===== src/rtl/pipe_pkg.sv =====
// Shared definitions for the back-pressured pipeline stage register:
// default widths, stage occupancy state and the default-width entry layout.
package pipe_pkg;

    localparam int DEF_DATA_W = 8;
    localparam int DEF_RD_W   = 3;

    // Stage state doubles as the number of entries held.
    typedef enum logic [1:0] {
        EMPTY = 2'd0,
        ONE   = 2'd1,
        FULL  = 2'd2
    } stage_state_e;

    // Entry layout at default widths; wider instances build the same
    // {regwrite, rd, data} shape from their own parameters.
    typedef struct packed {
        logic                  regwrite;
        logic [DEF_RD_W-1:0]   rd;
        logic [DEF_DATA_W-1:0] data;
    } entry_t;

    localparam int DEF_ENTRY_W = $bits(entry_t);

endpackage


===== src/rtl/pipe_slot.sv =====
// One valid-qualified entry register. Load sets valid and captures the
// entry; clear only drops valid so the held payload never toggles when
// the slot empties (payload of an empty slot is don't-care).
module pipe_slot
    import pipe_pkg::*;
#(
    parameter int W = DEF_ENTRY_W
) (
    input  logic         clk,
    input  logic         rstn,
    input  logic         load,
    input  logic         clear,
    input  logic [W-1:0] d,
    output logic         valid,
    output logic [W-1:0] q
);

    // Valid flag: load wins over clear so a same-cycle refill stays valid.
    always_ff @(posedge clk or negedge rstn) begin
        if (!rstn) begin
            valid <= 1'b0;
        end else if (load) begin
            valid <= 1'b1;
        end else if (clear) begin
            valid <= 1'b0;
        end
    end

    // Payload register: only written on load, zero out of reset.
    always_ff @(posedge clk or negedge rstn) begin
        if (!rstn) begin
            q <= '0;
        end else if (load) begin
            q <= d;
        end
    end

endmodule


===== src/rtl/pipe_stage_skid.sv =====
// EX->WB stage register with valid/ready handshake, a two-entry skid
// buffer (OUT + SKID) for full throughput under stall, synchronous flush
// and a forwarding view of the output slot. in_ready is a flop so there is
// no combinational path from out_ready back upstream.
module pipe_stage_skid
    import pipe_pkg::*;
#(
    parameter int DATA_W = DEF_DATA_W,
    parameter int RD_W   = DEF_RD_W
) (
    input  logic              clk,
    input  logic              rstn,
    input  logic              flush,
    input  logic              in_valid,
    output logic              in_ready,
    input  logic              in_regwrite,
    input  logic [RD_W-1:0]   in_rd,
    input  logic [DATA_W-1:0] in_data,
    output logic              out_valid,
    input  logic              out_ready,
    output logic              out_regwrite,
    output logic [RD_W-1:0]   out_rd,
    output logic [DATA_W-1:0] out_data,
    output logic              fwd_valid,
    output logic [1:0]        occupancy
);

    localparam int ENT_W = 1 + RD_W + DATA_W;

    typedef struct packed {
        logic              regwrite;
        logic [RD_W-1:0]   rd;
        logic [DATA_W-1:0] data;
    } ent_t;

    stage_state_e state, state_nxt;

    logic accept, consume;
    logic out_load, out_clr, skid_load, skid_clr, out_from_skid;
    logic out_vld, skid_vld;
    ent_t in_ent, out_d, out_q, skid_q;

    assign in_ent  = {in_regwrite, in_rd, in_data};
    assign accept  = in_valid & in_ready;
    assign consume = out_vld & out_ready;

    // OUT refills from SKID when draining FULL, otherwise from the input.
    assign out_d = out_from_skid ? skid_q : in_ent;

    pipe_slot #(.W(ENT_W)) u_out (
        .clk   (clk),
        .rstn  (rstn),
        .load  (out_load),
        .clear (out_clr),
        .d     (out_d),
        .valid (out_vld),
        .q     (out_q)
    );

    pipe_slot #(.W(ENT_W)) u_skid (
        .clk   (clk),
        .rstn  (rstn),
        .load  (skid_load),
        .clear (skid_clr),
        .d     (in_ent),
        .valid (skid_vld),
        .q     (skid_q)
    );

    // State register.
    always_ff @(posedge clk or negedge rstn) begin
        if (!rstn) begin
            state <= EMPTY;
        end else begin
            state <= state_nxt;
        end
    end

    // Next state and slot controls; flush overrides everything and drops
    // any same-cycle accept (a coincident consume is already delivered).
    always_comb begin
        state_nxt     = state;
        out_load      = 1'b0;
        out_clr       = 1'b0;
        skid_load     = 1'b0;
        skid_clr      = 1'b0;
        out_from_skid = 1'b0;
        if (flush) begin
            state_nxt = EMPTY;
            out_clr   = 1'b1;
            skid_clr  = 1'b1;
        end else begin
            case (state)
                EMPTY: begin
                    if (accept) begin
                        state_nxt = ONE;
                        out_load  = 1'b1;
                    end
                end
                ONE: begin
                    if (accept && consume) begin
                        out_load = 1'b1;
                    end else if (accept) begin
                        state_nxt = FULL;
                        skid_load = 1'b1;
                    end else if (consume) begin
                        state_nxt = EMPTY;
                        out_clr   = 1'b1;
                    end
                end
                FULL: begin
                    // in_ready is low here, so only a consume can move us.
                    if (consume) begin
                        state_nxt     = ONE;
                        out_load      = 1'b1;
                        out_from_skid = 1'b1;
                        skid_clr      = 1'b1;
                    end
                end
                default: begin
                    state_nxt = EMPTY;
                    out_clr   = 1'b1;
                    skid_clr  = 1'b1;
                end
            endcase
        end
    end

    // Ready flop: open whenever the next state leaves room for an entry.
    always_ff @(posedge clk or negedge rstn) begin
        if (!rstn) begin
            in_ready <= 1'b1;
        end else begin
            in_ready <= (state_nxt != FULL);
        end
    end

    // Output view; regwrite is gated so an empty slot never forwards.
    assign out_valid    = out_vld;
    assign out_regwrite = out_vld & out_q.regwrite;
    assign out_rd       = out_q.rd;
    assign out_data     = out_q.data;
    assign fwd_valid    = out_regwrite;
    assign occupancy    = {1'b0, out_vld} + {1'b0, skid_vld};

endmodule


===== config.mk =====
export PLATFORM = sky130hd
export DESIGN_NAME = pipe_stage_skid
export DESIGN_NICKNAME = d
export VERILOG_FILES = /design/src/rtl/pipe_pkg.sv /design/src/rtl/pipe_slot.sv /design/src/rtl/pipe_stage_skid.sv
export SDC_FILE = /design/constraint.sdc
export NUM_CORES = 1
export LEC_CHECK = 0
export CORE_ASPECT_RATIO = 1.1
export CORE_MARGIN = 2
export CORE_UTILIZATION = 53
export DETAILED_ROUTE_END_ITERATION = 8
export HOLD_SLACK_MARGIN = 0.02
export PLACE_DENSITY = 0.85
export SETUP_SLACK_MARGIN = 0.4
export SKIP_CTS_REPAIR_TIMING = 1
export SLEW_MARGIN = 5
export SYNTH_ARGS = -nofsm -noshare
export SYNTH_HDL_FRONTEND = slang
export SYNTH_HIERARCHICAL = 1
export SYNTH_SLANG_ARGS = --single-unit

===== constraint.sdc =====
create_clock -name clk -period 4.1 [get_ports clk]
set_input_delay 0.82 -clock clk [delete_from_list [all_inputs] [get_ports clk]]
set_output_delay 0.82 -clock clk [all_outputs]
set_load 0.01 [all_outputs]

==> impl_metrics.ini, run 1 <==
[setup_path]
critPathKind = primary input to flip-flop
cp.buffers_inverters = 2
crit_path_top_delay_cell = clkdlybuf4s50_1
crit_chain = clkdlybuf4s50_1 > nand2_1 > or3_2 > a21oi_2 > buf_4 > mux2_2
crit_required_ps = 4320
crit_arrival_ps = 2750
worst_setup_path_end_kind = flip-flop
crit_family = buffers and inverters
path_max_fanout = 13
cp-start-kind = primary input
slowest_delay_ps = 550

[power]
power.switching_uw = 254
p_per_area_nw_per_um2 = 489
p_leak_uw = 0.000873
seqPwrFrac = 0.463
peakVddDrop_uv = 323
combPwrFrac = 0.320
power_frac_clock = 0.218
swShare = 0.272
p_int_uw = 680

[yosys]
synth_flop_cell = dfrtp_1
yosys.area.top_type = dfrtp_1
yosysWarnings = 6
ys_seq_elements = 29
synthCells = 95
syn_area_per_cell_um2 = 15.6
seq_area_frac_synth = 0.489
synth_edf_count = 0
async_reset_ff_frac = 1.00
yosys.area.top_type_share = 0.471
yosys-top-cells-area = dfrtp_1 (47%), mux2_4 (28%), mux2_2 (6.1%)
synth_cell_types = 24
synth_nets = 113
yosys-top-cells-count = dfrtp_1 (28), mux2_4 (28), mux2_2 (8)
netlist_area_um2 = 1490

[detailed_routing]
drc = 0
drt_iter0_drc = 7
detail-route-antenna-nets = 0
wl_mm = 2.89
wl_per_cell_um = 17.2
dr.pass1.iters = 3
viasPerCell = 5.34
dr_total_vias = 897

[global_routing]
grt.met1_usage = 0.244
use_met3 = 0.0556
grt_max_degree = 30
antenna_found_initial = 0
grt_pass1_vias = 1005
grt.busiest_layer = met2
gr-usage-all-layers = 0.217
grt_pass1_wl_mm = 4.79
grtUsageMet2 = 0.368
overflow = 0

[clocking]
clkSlewWorstSetupHoldPaths_ps = 90
numClockSinks = 29
cts_buffers = 5
cts_tree = done
clock_latency_ps = 340
cts_root_buf = clkbuf_4
h-tree-depth = 2
clk_path_buf_depth = 2

[hold_path]
hp-class = flip-flop to flip-flop

[flow_run]
cap_violations = 0

[timing]
clock_skew_ps = 13.1
fin_crit_sh = 0.616
fin_crit_ps = 2530
slew_viol_final = 0
fmax_mhz = 396
max_slew_margin = 0.675
setup_viol = 0
worst_slew_pin_slew_ps = 486
hold_viol = 0
setup_tns_ps = 0
rsz0062_at_grt = no
holdWs_ps = 520

[floorplan]
rows = 20
coreArea_um2 = 2730
io_pins = 34
die_h_um = 59.5
dieArea_um2 = 3240
start_util = 0.545
die_x_um = 54.5

[placed_design]
globalplace.congestion = 0.726
portBuffers = 33
hpwlAfterDp_mm = 1.95

[final_layout]
fill_cells = 185
area_delta_synth_final_pct = 28.5
nNetsFinal = 152
diodes = 0
drive_gt1_frac = 0.422

[run_status]
run_status = completed
[state kept, by name (all words and copies together) (netlist names)]
signal / count
u_out/q: 12
u_skid/q: 12
state: 2
in_ready: 1
u_out/valid: 1
u_skid/valid: 1
[metrics by stage]
stage | instance area [µm²] | power (µW) | std cells | setup WS (ps) | util
final | 1910 | 934 | 168 | 1570 | 0.700
after global routing | 1910 | 981 | 168 | 1530 | 0.700
after global placement | 1840 | 720 | 160 | 1310 | 0.674
after CTS | 1910 | 942 | 168 | 1580 | 0.700
after detailed placement | 1840 | 735 | 160 | 1230 | 0.674
after floorplan | 1490 | 600 | 95 | 1840 | -
[layout make-up]
class                      count  area [µm²]  share of cell area
clock buffer                   7        65.1              0.0341
clock inverter                 1        5.00             0.00262
inverter                       3        11.3             0.00590
multi-input combinational     59         707               0.370
sequential                    29         727               0.381
tap                           33        41.3              0.0216
timing repair buffer          36         353               0.185
[power by group through the flow]
stage	sequential [µW]	combinational (µW)	clock, µW
CTS	433	300	208
floorplan	439	160	0
finish	432	299	203
global placement	432	288	0
global route	444	319	218
detailed placement	438	296	0
[routing by layer]
layer	up-vias	wire length, µm
met3	7	100
met2	18	1520
met1	453	1210
met5	-	0
li1	419	-
met4	0	56
[cell usage in the layout (no fill, tap or decap), drive strengths merged, types with 2 or more instances in the layout]
cell,count
a211o,2
a21o,4
and2,2
buf,3
clkbuf,7
clkdlybuf4s50,33
dfrtp,28
inv,3
mux2,36
nand2,2
nand2b,2
nand4b,3
[kinds of logic (layout without fill, tap and decap cells)]
group / after synthesis / in the layout / synth area share
AO/OA/AOI/OAI: 10 / 10 / 0.0522
adder cells (fa/ha/maj): 1 / 1 / 0.00842
buffers and inverters: 7 / 47 / 0.0412
flip-flops: 29 / 29 / 0.489
multiplexers: 36 / 36 / 0.343
AND/OR/NAND/NOR: 12 / 12 / 0.0657
[final timing paths]
path	from	endpoint	slack (ps)	cells past startpoint
setup / recovery	out_ready	u_out/q[9]	1570	6
hold / removal	u_skid/q[10]	u_skid/q[10]	520	1
setup reg to reg	u_out/valid	u_out/q[9]	2050	5
hold reg to reg	u_skid/q[10]	u_skid/q[10]	520	1
max in group asynchronous	rstn	in_ready	2920	2
min in group asynchronous	rstn	u_out/q[11]	860	2
Note: power is estimated with default switching activity, not from simulation.
==> inputs of run 2 (changes only) <==
--- a/config.mk
+++ b/config.mk
@@ -7,10 +7,10 @@
 export LEC_CHECK = 0
 export CORE_ASPECT_RATIO = 1.1
 export CORE_MARGIN = 2
-export CORE_UTILIZATION = 53
+export CORE_UTILIZATION = 49
 export DETAILED_ROUTE_END_ITERATION = 8
 export HOLD_SLACK_MARGIN = 0.02
-export PLACE_DENSITY = 0.85
+export PLACE_DENSITY = 0.79
 export SETUP_SLACK_MARGIN = 0.4
 export SKIP_CTS_REPAIR_TIMING = 1
 export SLEW_MARGIN = 5
==> constraint.sdc (replaced) <==
create_clock -name clk -period 2.37 [get_ports clk]
set_input_delay 0.474 -clock clk [delete_from_list [all_inputs] [get_ports clk]]
set_output_delay 0.474 -clock clk [all_outputs]
set_load 0.01 [all_outputs]
==> run 2 against run 1 <==
- register-to-register slack worse by 1500 ps
- highest routed layer unchanged
- clock power increased by 42%
- critical endpoint is now u_out/q[11]
- count of clock-buffer cells in the layout decreased by 1
- utilization shrank 0.53 points
- total power rose by 67%
- sequential share of layout area decreased by 1.0 points
- worst setup slack worse by 1200 ps
- combinational power increased by 75%
- largest power group unchanged
- global-route usage fell by 3.7 points
- first-iteration DRC count stayed put
- non-clock buffer count is 5 higher
- worst hold slack worse by 15 ps
==> impl_metrics.ini, run 2 (same netlist as run 1, synthesis figures left out) <==
[setup_path]
crit_chain = clkdlybuf4s50_1 > nand2_1 > or3_2 > a21oi_2 > buf_4 > mux2_2
worst-path-stages = 6
critPathLaunch = out_ready
cp-start-kind = primary input
worst_setup_path_end_kind = flip-flop
cp.buffers_inverters = 2
slowest_delay_ps = 480
crit_required_ps = 2590
worstSetupEndpoint = u_out/q[11]
crit_path_top_delay_cell = clkdlybuf4s50_1
reg2reg_depth = 5
path_max_fanout = 7
critPathKind = primary input to flip-flop
crit_arrival_ps = 2170
worstReg2RegStart = in_ready
r2r-end = u_out/q[11]
r2r_setup_slack_ps = 500
crit_family = buffers and inverters

[final_layout]
mostFrequentLayoutCell = clkdlybuf4s50_1
mostFrequentLayoutCells = clkdlybuf4s50_1 (29), mux2_4 (28), dfrtp_1 (27)
fill_cells = 208
final_core_util = 0.695
nNetsFinal = 157
drive_gt1_frac = 0.443
final_cell_area_um2 = 1960
area_delta_synth_final_pct = 32.2
diodes = 0
largestRegisters = u_out/q x12, u_skid/q x12, state x2

[timing]
fin_crit_sh = 0.823
slew_viol_final = 0
setup_viol = 0
worst_slew_pin_slew_ps = 364
setup_tns_ps = 0
fmax_mhz = 512
rsz0062_at_grt = yes
hold_viol = 0
fin_crit_ps = 1950
max_slew_margin = 0.757
holdWs_ps = 505
clock_skew_ps = 11.5

[floorplan]
dieArea_um2 = 3490
die_h_um = 61.8
rows = 20
coreArea_um2 = 2830
io_pins = 34
start_util = 0.526
die_x_um = 56.5

[global_routing]
overflow = 0
gr-usage-all-layers = 0.180
antenna_found_initial = 0
grt_pass1_vias = 961
grt_max_degree = 30
grt_pass1_wl_mm = 4.57

[detailed_routing]
highest_layer = met4
dr.pass1.iters = 2
route.met3.wl_um = 160
dr_total_vias = 917
drc = 0
drt_iter0_drc = 7
detail-route-antenna-nets = 0
wl_met1_mm = 1.12
wl_mm = 2.71
wl_per_cell_um = 15.7
met2WireLength_mm = 1.35
viasPerCell = 5.30

[flow_run]
cap_violations = 0

[clocking]
cts_tree = done
clk_path_buf_depth = 2
h-tree-depth = 2
cts_root_buf = clkbuf_4
numClockSinks = 29
clock_latency_ps = 340
cts_buffers = 5
clkSlewWorstSetupHoldPaths_ps = 100

[placed_design]
hpwlAfterDp_mm = 1.88
portBuffers = 33
place_area_um2 = 1890
globalplace.congestion = 0.730

[power]
combPwrFrac = 0.336
p_leak_uw = 0.000955
p_per_area_nw_per_um2 = 795
seqPwrFrac = 0.479
peakVddDrop_uv = 559
power.switching_uw = 435
p_int_uw = 1130
swShare = 0.279
power_frac_clock = 0.185

[hold_path]
hp-class = primary input to async pin

[run_status]
run_status = completed
-- run 2: cell count changes in the layout (fill, tap and decap cells not counted) --
cell / before / now
clkdlybuf4s50_1: 33 / 29
dlymetal6s2s_1: 0 / 4
buf_4: 3 / 6
buf_12: 0 / 2
clkbuf_8: 2 / 0
clkbuf_1: 0 / 1
clkinv_2: 1 / 2
dfrtp_1: 28 / 27
dfrtp_2: 0 / 1
-- run 2: routing by layer --
layer | GRT usage | up-vias
met2 | 0.287 | 26
met1 | 0.209 | 451
met3 | 0.0766 | 9
met4 | 0.102 | 0
met5 | 0 | -
li1 | - | 431
-- run 2: how the worst min path moves through the flow --
stage | startpoint | end | slack (ps) | cells after the start
floorplan | rstn | state[0] | 180 | 0
global placement | u_out/q[11] | u_out/q[11] | 480 | 1
detailed placement | u_skid/q[0] | u_skid/q[0] | 490 | 1
CTS | rstn | u_out/q[0] | 510 | 2
global route | rstn | u_skid/q[3] | 540 | 2
finish | rstn | u_out/q[3] | 500 | 2
-- run 2: metrics by stage --
step,total power [µW],setup WS [ps],instances
finish,1560,419,173
global route,1650,382,173
CTS,1580,221,171
detailed placement,1280,51.0,163
global placement,1250,77.0,163
floorplan,1040,473,95
-- run 2: cell type report --
cell class	instances	area (µm²)	share of cell area
Inverter	3	11.3	0.00573
Clock buffer	6	41.3	0.0210
Tap cell	33	41.3	0.0210
Sequential cell	29	728	0.371
Multi-Input combinational cell	59	707	0.360
Clock inverter	2	10.0	0.00510
Timing Repair Buffer	41	425	0.217
-- run 2: power by group through the flow --
stage               logic [µW]  clock network, µW  registers (µW)
floorplan                  279                  0             760
finish                     524                289             748
CTS                        523                301             752
global placement           505                  0             747
global route               561                326             768
detailed placement         517                  0             759
==> inputs of run 3 (changes only) <==
==> constraint.sdc (replaced) <==
create_clock -name clk -period 1.8 [get_ports clk]
set_input_delay 0.36 -clock clk [delete_from_list [all_inputs] [get_ports clk]]
set_output_delay 0.36 -clock clk [all_outputs]
set_load 0.01 [all_outputs]
==> run 3 against run 2 <==
- critical path depth unchanged
- sequential power increased by 30%
- sequential share of layout area decreased by 2.9 points
- utilization increased by 6.2 points
- non-clock buffer count increased by 8
- total power increased by 38%
- die area unchanged
- clock skew decreased by 2.2 ps
- sequential cell count unchanged
- worst setup slack got worse by 360 ps
==> impl_metrics.ini, run 3 (same netlist as run 1, synthesis figures left out) <==
[timing]
worst_slew_pin_slew_ps = 504
finalWorstSetupSlack_ps = 54.0
fin_crit_sh = 0.970
rsz0062_at_grt = yes
holdWs_ps = 358
clock_skew_ps = 9.36
fin_crit_ps = 1750
slew_viol_final = 0
setup_viol = 0
hold_viol = 0
fmax_mhz = 573
max_slew_margin = 0.663

[floorplan]
rows = 20
dieArea_um2 = 3490
die_x_um = 56.5
io_pins = 34
die_h_um = 61.8
coreArea_um2 = 2830
start_util = 0.526

[clocking]
cts_buffers = 5
cts_tree = done
clkSlewWorstSetupHoldPaths_ps = 90
numClockSinks = 29
cts_root_buf = clkbuf_4
clock_latency_ps = 330
clk_path_buf_depth = 2
h-tree-depth = 2

[setup_path]
critPathKind = primary input to flip-flop
cp-start-kind = primary input
path_max_fanout = 5
worst_setup_path_end_kind = flip-flop
reg2reg_depth = 6
crit_required_ps = 2010
crit_arrival_ps = 1960

[global_routing]
antenna_found_initial = 0
grt_pass1_wl_mm = 4.80
overflow = 0
grt_pass1_vias = 1008
grt_max_degree = 22
gr-usage-all-layers = 0.186

[detailed_routing]
detail-route-antenna-nets = 0
drc = 0
dr.pass1.iters = 3
wl_per_cell_um = 16.6
drt_iter0_drc = 21
viasPerCell = 5.40
dr_total_vias = 977
wl_mm = 3.01

[run_status]
run_status = completed

[final_layout]
nNetsFinal = 165
final_core_util = 0.757
mostFrequentLayoutCells = mux2_4 (31), dfrtp_1 (25), clkdlybuf4s50_1 (15), dlymetal6s2s_1 (15), buf_4 (9)
mostFrequentLayoutCell = mux2_4
diodes = 0
largestRegisters = u_out/q x12, u_skid/q x12, state x2
area_delta_synth_final_pct = 44.0
drive_gt1_frac = 0.534

[placed_design]
globalplace.congestion = 0.816
portBuffers = 33
dpl_worst_slack_ps = -344
hpwlAfterDp_mm = 2.18

[power]
p_leak_uw = 0.00112
p_per_area_nw_per_um2 = 1010
p_total_uw = 2160
peakVddDrop_uv = 662

[flow_run]
cap_violations = 0

[hold_path]
hp-class = primary input to async pin
run 3: cell types whose count changed in the layout (fill, tap and decap cells not counted), moves of 3 or more:
| cell | delta |
|---|---|
| mux2_4 | +3 |
| clkdlybuf4s50_1 | -14 |
| buf_6 | +3 |
| mux2_2 | -3 |
| buf_4 | +3 |
| dlymetal6s2s_1 | +11 |
run 3: final timing paths:
check | from | endpoint | slack, ps
min reg2reg | u_skid/q[11] | u_skid/q[11] | 510
max | in_valid | u_out/q[10] | 50
max reg2reg | u_out/valid | u_out/q[10] | 70
min | rstn | u_out/q[11] | 360
max in group asynchronous | rstn | u_out/q[3] | 950
min in group clk | u_skid/q[11] | u_skid/q[11] | 510
run 3: per-layer routing:
layer  wire (µm)  track usage  vias up
met5           0            0        -
met3         156       0.0725        9
met4          89       0.0850        0
li1            -            -      451
met2        1440        0.292       26
met1        1320        0.232      491
run 3: critical path, stage by stage:
cell             delay (ps)
clkdlybuf4s50_1         520
nand2_2                  90
or3_4                   340
a21oi_4                 180
buf_6                   160
mux2_4                  310
run 3: through the flow:
stage	cells	area [µm²]	setup TNS, ps
after global routing	181	2140	0
after floorplan	95	1520	0
after detailed placement	170	1990	-5560
after global placement	170	1990	-4950
final	181	2140	0
after CTS	178	2060	-498
run 3: where the power goes:
part	switching, µW	internal (µW)	total [µW]	leakage [µW]
Sequential	119	857	976	0.000346
Clock	225	226	451	0.0000413
Combinational	231	498	729	0.000736
Total	575	1580	2160	0.00112
run 3: area by class of cell:
| class | count | area (µm²) |
|---|---|---|
| tap | 33 | 41.3 |
| clock inverter | 1 | 5.00 |
| inverter | 3 | 11.3 |
| timing repair buffer | 49 | 544 |
| fill | 180 | 687 |
| multi-input combinational | 59 | 743 |
| clock buffer | 7 | 65.1 |
| sequential | 29 | 731 |
==> patch 1 (flow settings as in run 3) <==
`DEF_RD_W`: 3 -> 6.
--- a/src/rtl/pipe_pkg.sv
+++ b/src/rtl/pipe_pkg.sv
@@ -3,7 +3,7 @@
 package pipe_pkg;
 
     localparam int DEF_DATA_W = 8;
-    localparam int DEF_RD_W   = 3;
+    localparam int DEF_RD_W   = 6;
 
     // Stage state doubles as the number of entries held.
     typedef enum logic [1:0] {
Interface: changed (resized in_rd and out_rd); port bits go from 34 to 40. The function was not compared with the original's and may differ.
==> patch 1 against run 3 <==
Clock power grew 85%. Critical path type is now flip-flop to flip-flop. Non-clock buffer count up 13. Power rose by 38%. Die area grew 19%. Setup slack lost 0.062 ns. Routed wire length increased by 26%. Final area is 24% higher. Sequential power grew 23%. The run now ends with negative setup slack left. Largest power group unchanged. Sequential cell count increased by 6. Synthesized area up 20%. Count of clock-buffer cells in the layout is 1 lower. Highest routed layer unchanged.
==> patch 1: results (changes against run 3) <==
[synthesis] synth cell count leaders dfrtp_1 (34), mux2_4 (28), mux2_2 (17)
[setup_path] crit-path max cell delay 0.54 ns [+0.02 ns]
[timing] Post-Route Skew 0.005232 ns [-0.004132 ns]
[outcome] status complete, but fails checks
[timing] number of failing setup endpoints in the final timing report 7 [+7]
[global_route] overall routing resource usage 0.1861 [about the same]
[setup_path] worst endpoint data arrival time 1.99 ns [+0.03 ns]
[setup_path] critical path's top delay family flip-flops
[timing] slack of the critical path -0.008446 ns [-0.06241 ns]
[synthesis] Synth Area in Compound Gates 0.04342 [-0.008771]
[finish] layout cell share with drive strength beyond 1 0.5511 [+0.01735]
[setup_path] cell count of the worst reg-to-reg path 5 [-1]
[setup_path] worst setup path endpoint u_out/q[9]$_DFFE_PN0P_
[global_route] number of global-route vias before repair 1,219 [+21%]
[outcome] violated checks negative setup slack
[place] final weighted congestion in routability-driven placement 0.7617 [-6.6%]
[place] post-placement setup slack -0.3676 ns [-0.02362 ns]
[global_route] met2 layer usage reported by global route 0.3118 [+0.01948]
[clock_tree] Clock Pin Slew Worst Setup and Hold Paths 0.07 ns [-0.02 ns]
[synthesis] syn nets 133 [+18%]
[global_route] GRT met1 Usage 0.2239 [-0.008041]
[route] via density per instance 4.996 [-7.5%]
[global_route] pin count of the biggest net entering global routing 36 [+64%]
[route] first-pass iteration count of the detailed router 4 [+1]
[route] wire length on met2 1957 um [+36%]
[power] fraction of power consumed by combinational cells 0.316 [-0.022]
[clock_tree] Root Driver clkbuf_8
## patch 1: through the flow
| stage | instance area (sq um) | std cells | power [W] | utilization | setup TNS, ns |
|---|---|---|---|---|---|
| finish | 2659 | 226 | 0.002969 | 0.7451 | -0.03664 |
| floorplan | 1826 | 112 | 0.001684 | - | 0 |
| global placement | 2342 | 212 | 0.002040 | 0.6564 | -7.441 |
| detailed placement | 2342 | 212 | 0.002084 | 0.6564 | -7.918 |
| global route | 2659 | 226 | 0.003114 | 0.7451 | -0.4577 |
| CTS | 2475 | 220 | 0.002931 | 0.6935 | -0.8155 |
## patch 1: cell type report
| cell class | count | area, sq um |
|---|---|---|
| inverters | 3 | 11.26 |
| clock buffers | 6 | 72.57 |
| clock inverters | 2 | 60.06 |
| well taps | 50 | 62.56 |
| multi-input cells | 68 | 907.1 |
| repair buffers | 62 | 665.6 |
| fillers | 246 | 909.6 |
| flip-flops and latches | 35 | 879.6 |
==> patch 2 (flow settings as in run 3) <==
Made on the original files. The 3 states of `stage_state_e` get a one-hot encoding in 3 bits.
--- a/src/rtl/pipe_pkg.sv
+++ b/src/rtl/pipe_pkg.sv
@@ -6,10 +6,10 @@
     localparam int DEF_RD_W   = 3;
 
     // Stage state doubles as the number of entries held.
-    typedef enum logic [1:0] {
-        EMPTY = 2'd0,
-        ONE   = 2'd1,
-        FULL  = 2'd2
+    typedef enum logic [2:0] {
+        EMPTY = 3'b001,
+        ONE   = 3'b010,
+        FULL  = 3'b100
     } stage_state_e;
 
     // Entry layout at default widths; wider instances build the same
Formal check against the unedited RTL: same outputs for any inputs over 10 cycles, from zero or initial values and one cycle with rstn low; not proved beyond that.
==> patch 2 against run 3 <==
The flow now finishes with violations (negative setup slack). Global-route usage rose by 0.45 points. First-iteration DRC count increased by 43%. Sequential cell count grew 1. Final area is 7.2% higher. Hold slack gained 0.033 ns. Setup slack worse by 0.061 ns. Power is 14% lower. Combinational power down 24%. Clock skew rose by 0.0081 ns. Fmax is 3.4% lower. Critical endpoint is now u_out/q[8]$_DFFE_PN0P_. Critical path depth is 1 lower. Routed wire length increased by 8.3%. Critical path type is now flip-flop to flip-flop. Largest power group unchanged. Synthesized area up 6.1%.
==> patch 2: results (changes against run 3) <==
[route] initial detailed-routing violation count 30 [+43%]
[clock_tree] Clock Pin Slew Worst Setup and Hold Paths 0.10 ns
[global_route] overall routing resource usage 0.1908 [+0.004468]
[global_route] number of global-route vias before repair 1,163 [+15%]
[timing] slack of the critical path -0.006926 ns [-0.06089 ns]
[synthesis] Synth Area in Compound Gates 0.03730 [-0.01489]
[power] Peak supply drop 0.0006495 V [-1.9%]
[synthesis] number of library cell types mapped by synthesis 35 [+46%]
[outcome] violated checks negative setup slack
[hold_path] worst hold-check path type input pin to async pin
[synthesis] post-synthesis adder-cell area fraction 0.007937 [-0.0004810]
[route] first-pass iteration count of the detailed router 4 [+1]
[global_route] antenna violations before repair 0 [unchanged]
[power] leakage power figure 1.168 nW [+4.0%]
[timing] max_slew headroom 0.7496 [+0.08639]
[finish] final antenna diode count 0 [unchanged]
[synthesis] Syn. warnings 6 [unchanged]
[route] via density per instance 5.399 [about the same]
[timing] number of failing setup endpoints in the final timing report 5 [+5]
[global_route] pin count of the biggest net entering global routing 31 [+41%]
[route] wire length on met1 1327 um [+0.38%]
[timing] number of endpoints with negative hold slack in the final report 0 [unchanged]
[clock_tree] clock tree buffer depth 2 [unchanged]
[route] via count of the routed design 1,069 [+9.4%]
[place] placed cells 183 [+7.6%]
[synthesis] synth cell count leaders dfrtp_1 (28), mux2_4 (27), mux2_2 (9)
[route] Wirelength per Cell 16.46 um [-0.96%]
[route] top sig layer met4
[finish] largest registers in the final layout u_out/q (12), u_skid/q (12), state (3)
[place] total half-perimeter wirelength after legalization and detailed placement 2200 um [+0.83%]
[synthesis] fraction of registers with async set or reset after synthesis 1.000 [unchanged]
[finish] layout cell share with drive strength beyond 1 0.5366 [+0.002802]
[timing] setup TNS -0.01985 ns [-0.01985 ns]
[route] met3 routed wirelength 136 um [-13%]
[clock_tree] number of levels the H-tree was split into 2 [unchanged]
[setup_path] crit-path max FO 10 [+5]
[synthesis] share of synthesized area occupied by flip-flops and latches 0.4778 [-0.01128]
[synthesis] count of mapped cells out of synthesis 106 [+12%]
[route] wire length on met2 1724 um [+20%]
[place] total of buffers placed on input and output ports 33 [unchanged]
[outcome] status complete, but fails checks
[synthesis] syn nets 124 [+9.7%]
[clock_tree] clock latency at the later pin of the worst-skew pair 0.34 ns
[place] final weighted congestion in routability-driven placement 0.8497 [+4.2%]
[synthesis] xor/xnor share of the synthesized area 0.005556 [+0.005556]
[clock_tree] Root Driver clkbuf_4
[clock_tree] CTS Buf Count 5 [unchanged]
[place] cell area after placement 0.002058 sq mm [+3.7%]
[setup_path] worst endpoint data arrival time 2.03 ns [+0.07 ns]
[synthesis] synth top area cells dfrtp_1 (44%), mux2_4 (26%), mux2_2 (6.4%)
[timing] Post-Route Skew 0.01742 ns [+0.008054 ns]
[global_route] wire length of the first global-routing pass 5140 um [+7.2%]
[synthesis] mux share of post-synthesis cell area 0.3278 [-0.01566]
[place] post-placement setup slack -0.3597 ns [-0.01576 ns]
-- patch 2: cell types whose count changed in the layout (fill, tap and decap cells not counted), moves of 2 or more --
cell / run 3 / this run
a211o_1: 2 / 0
buf_12: 4 / 2
buf_4: 9 / 14
buf_6: 3 / 13
dlymetal6s2s_1: 15 / 13
nand2b_1: 2 / 0
nor3_1: 0 / 2
nor4b_4: 0 / 2
-- patch 2: critical path, cell delays in order, from the launching register on --
cell,delay (ns)
dfstp_2,0.61
nand2b_2,0.25
nand4b_1,0.18
nand3b_1,0.17
buf_12,0.20
mux2_4,0.29
-- patch 2: through the flow --
step / hold slack [ns] / utilization / power (W)
2_1_floorplan: 0.06441 / - / 0.001151
3_3_place_gp: 0.4750 / 0.6753 / 0.001389
3_5_place_dp: 0.4846 / 0.6753 / 0.001403
4_1_cts: 0.3961 / 0.6950 / 0.001827
5_1_grt: 0.4297 / 0.7533 / 0.001950
6_report: 0.3909 / 0.7533 / 0.001846
-- patch 2: path summary, 6_finish.rpt --
path | startpoint | to | slack (ns) | cells after the start
hold reg to reg | u_out/q[8]$_DFFE_PN0P_ | u_out/q[8]$_DFFE_PN0P_ | 0.51 | 1
hold / removal | rstn | u_skid/valid$_DFFE_PN0P_ | 0.39 | 2
max in group asynchronous | rstn | in_ready$_DFF_PN1_ | 1.07 | 2
setup reg to reg | state[0]$_DFF_PN1_ | u_out/q[8]$_DFFE_PN0P_ | -0.007 | 5
setup / recovery | state[0]$_DFF_PN1_ | u_out/q[8]$_DFFE_PN0P_ | -0.007 | 5
min in group clk | u_out/q[8]$_DFFE_PN0P_ | u_out/q[8]$_DFFE_PN0P_ | 0.51 | 1
-- patch 2: final cells by class --
class	instances	area [sq um]
Timing Repair Buffer	57	604.3
Tap cell	34	42.54
Sequential cell	30	755.7
Multi-Input combinational cell	66	822.0
Clock inverter	1	5.005
Fill cell	198	752.0
Clock buffer	7	55.05
Inverter	3	11.26
-- patch 2: report_power, final --
| part | internal (W) | total (W) | leakage, nW | switching [W] |
|---|---|---|---|---|
| sequential | 0.000799 | 0.000871 | 0.373 | 0.0000720 |
| combinational | 0.000374 | 0.000557 | 0.759 | 0.000184 |
| clock | 0.000189 | 0.000418 | 0.0353 | 0.000229 |
-- patch 2: kinds of logic after synthesis --
| logic type | Yosys count |
|---|---|
| buffers and inverters | 10 |
| multiplexers | 37 |
| flip-flops | 30 |
| AND/OR/NAND/NOR | 20 |
| adder cells (fa/ha/maj) | 1 |
| XOR/XNOR | 1 |
| AO/OA/AOI/OAI | 7 |
-- patch 2: layer usage --
metal / track usage / vias up
met1: 0.2253 / 539
li1: - / 496
met2: 0.3026 / 28
met5: 0 / -
met4: 0.09884 / 0
met3: 0.06571 / 6
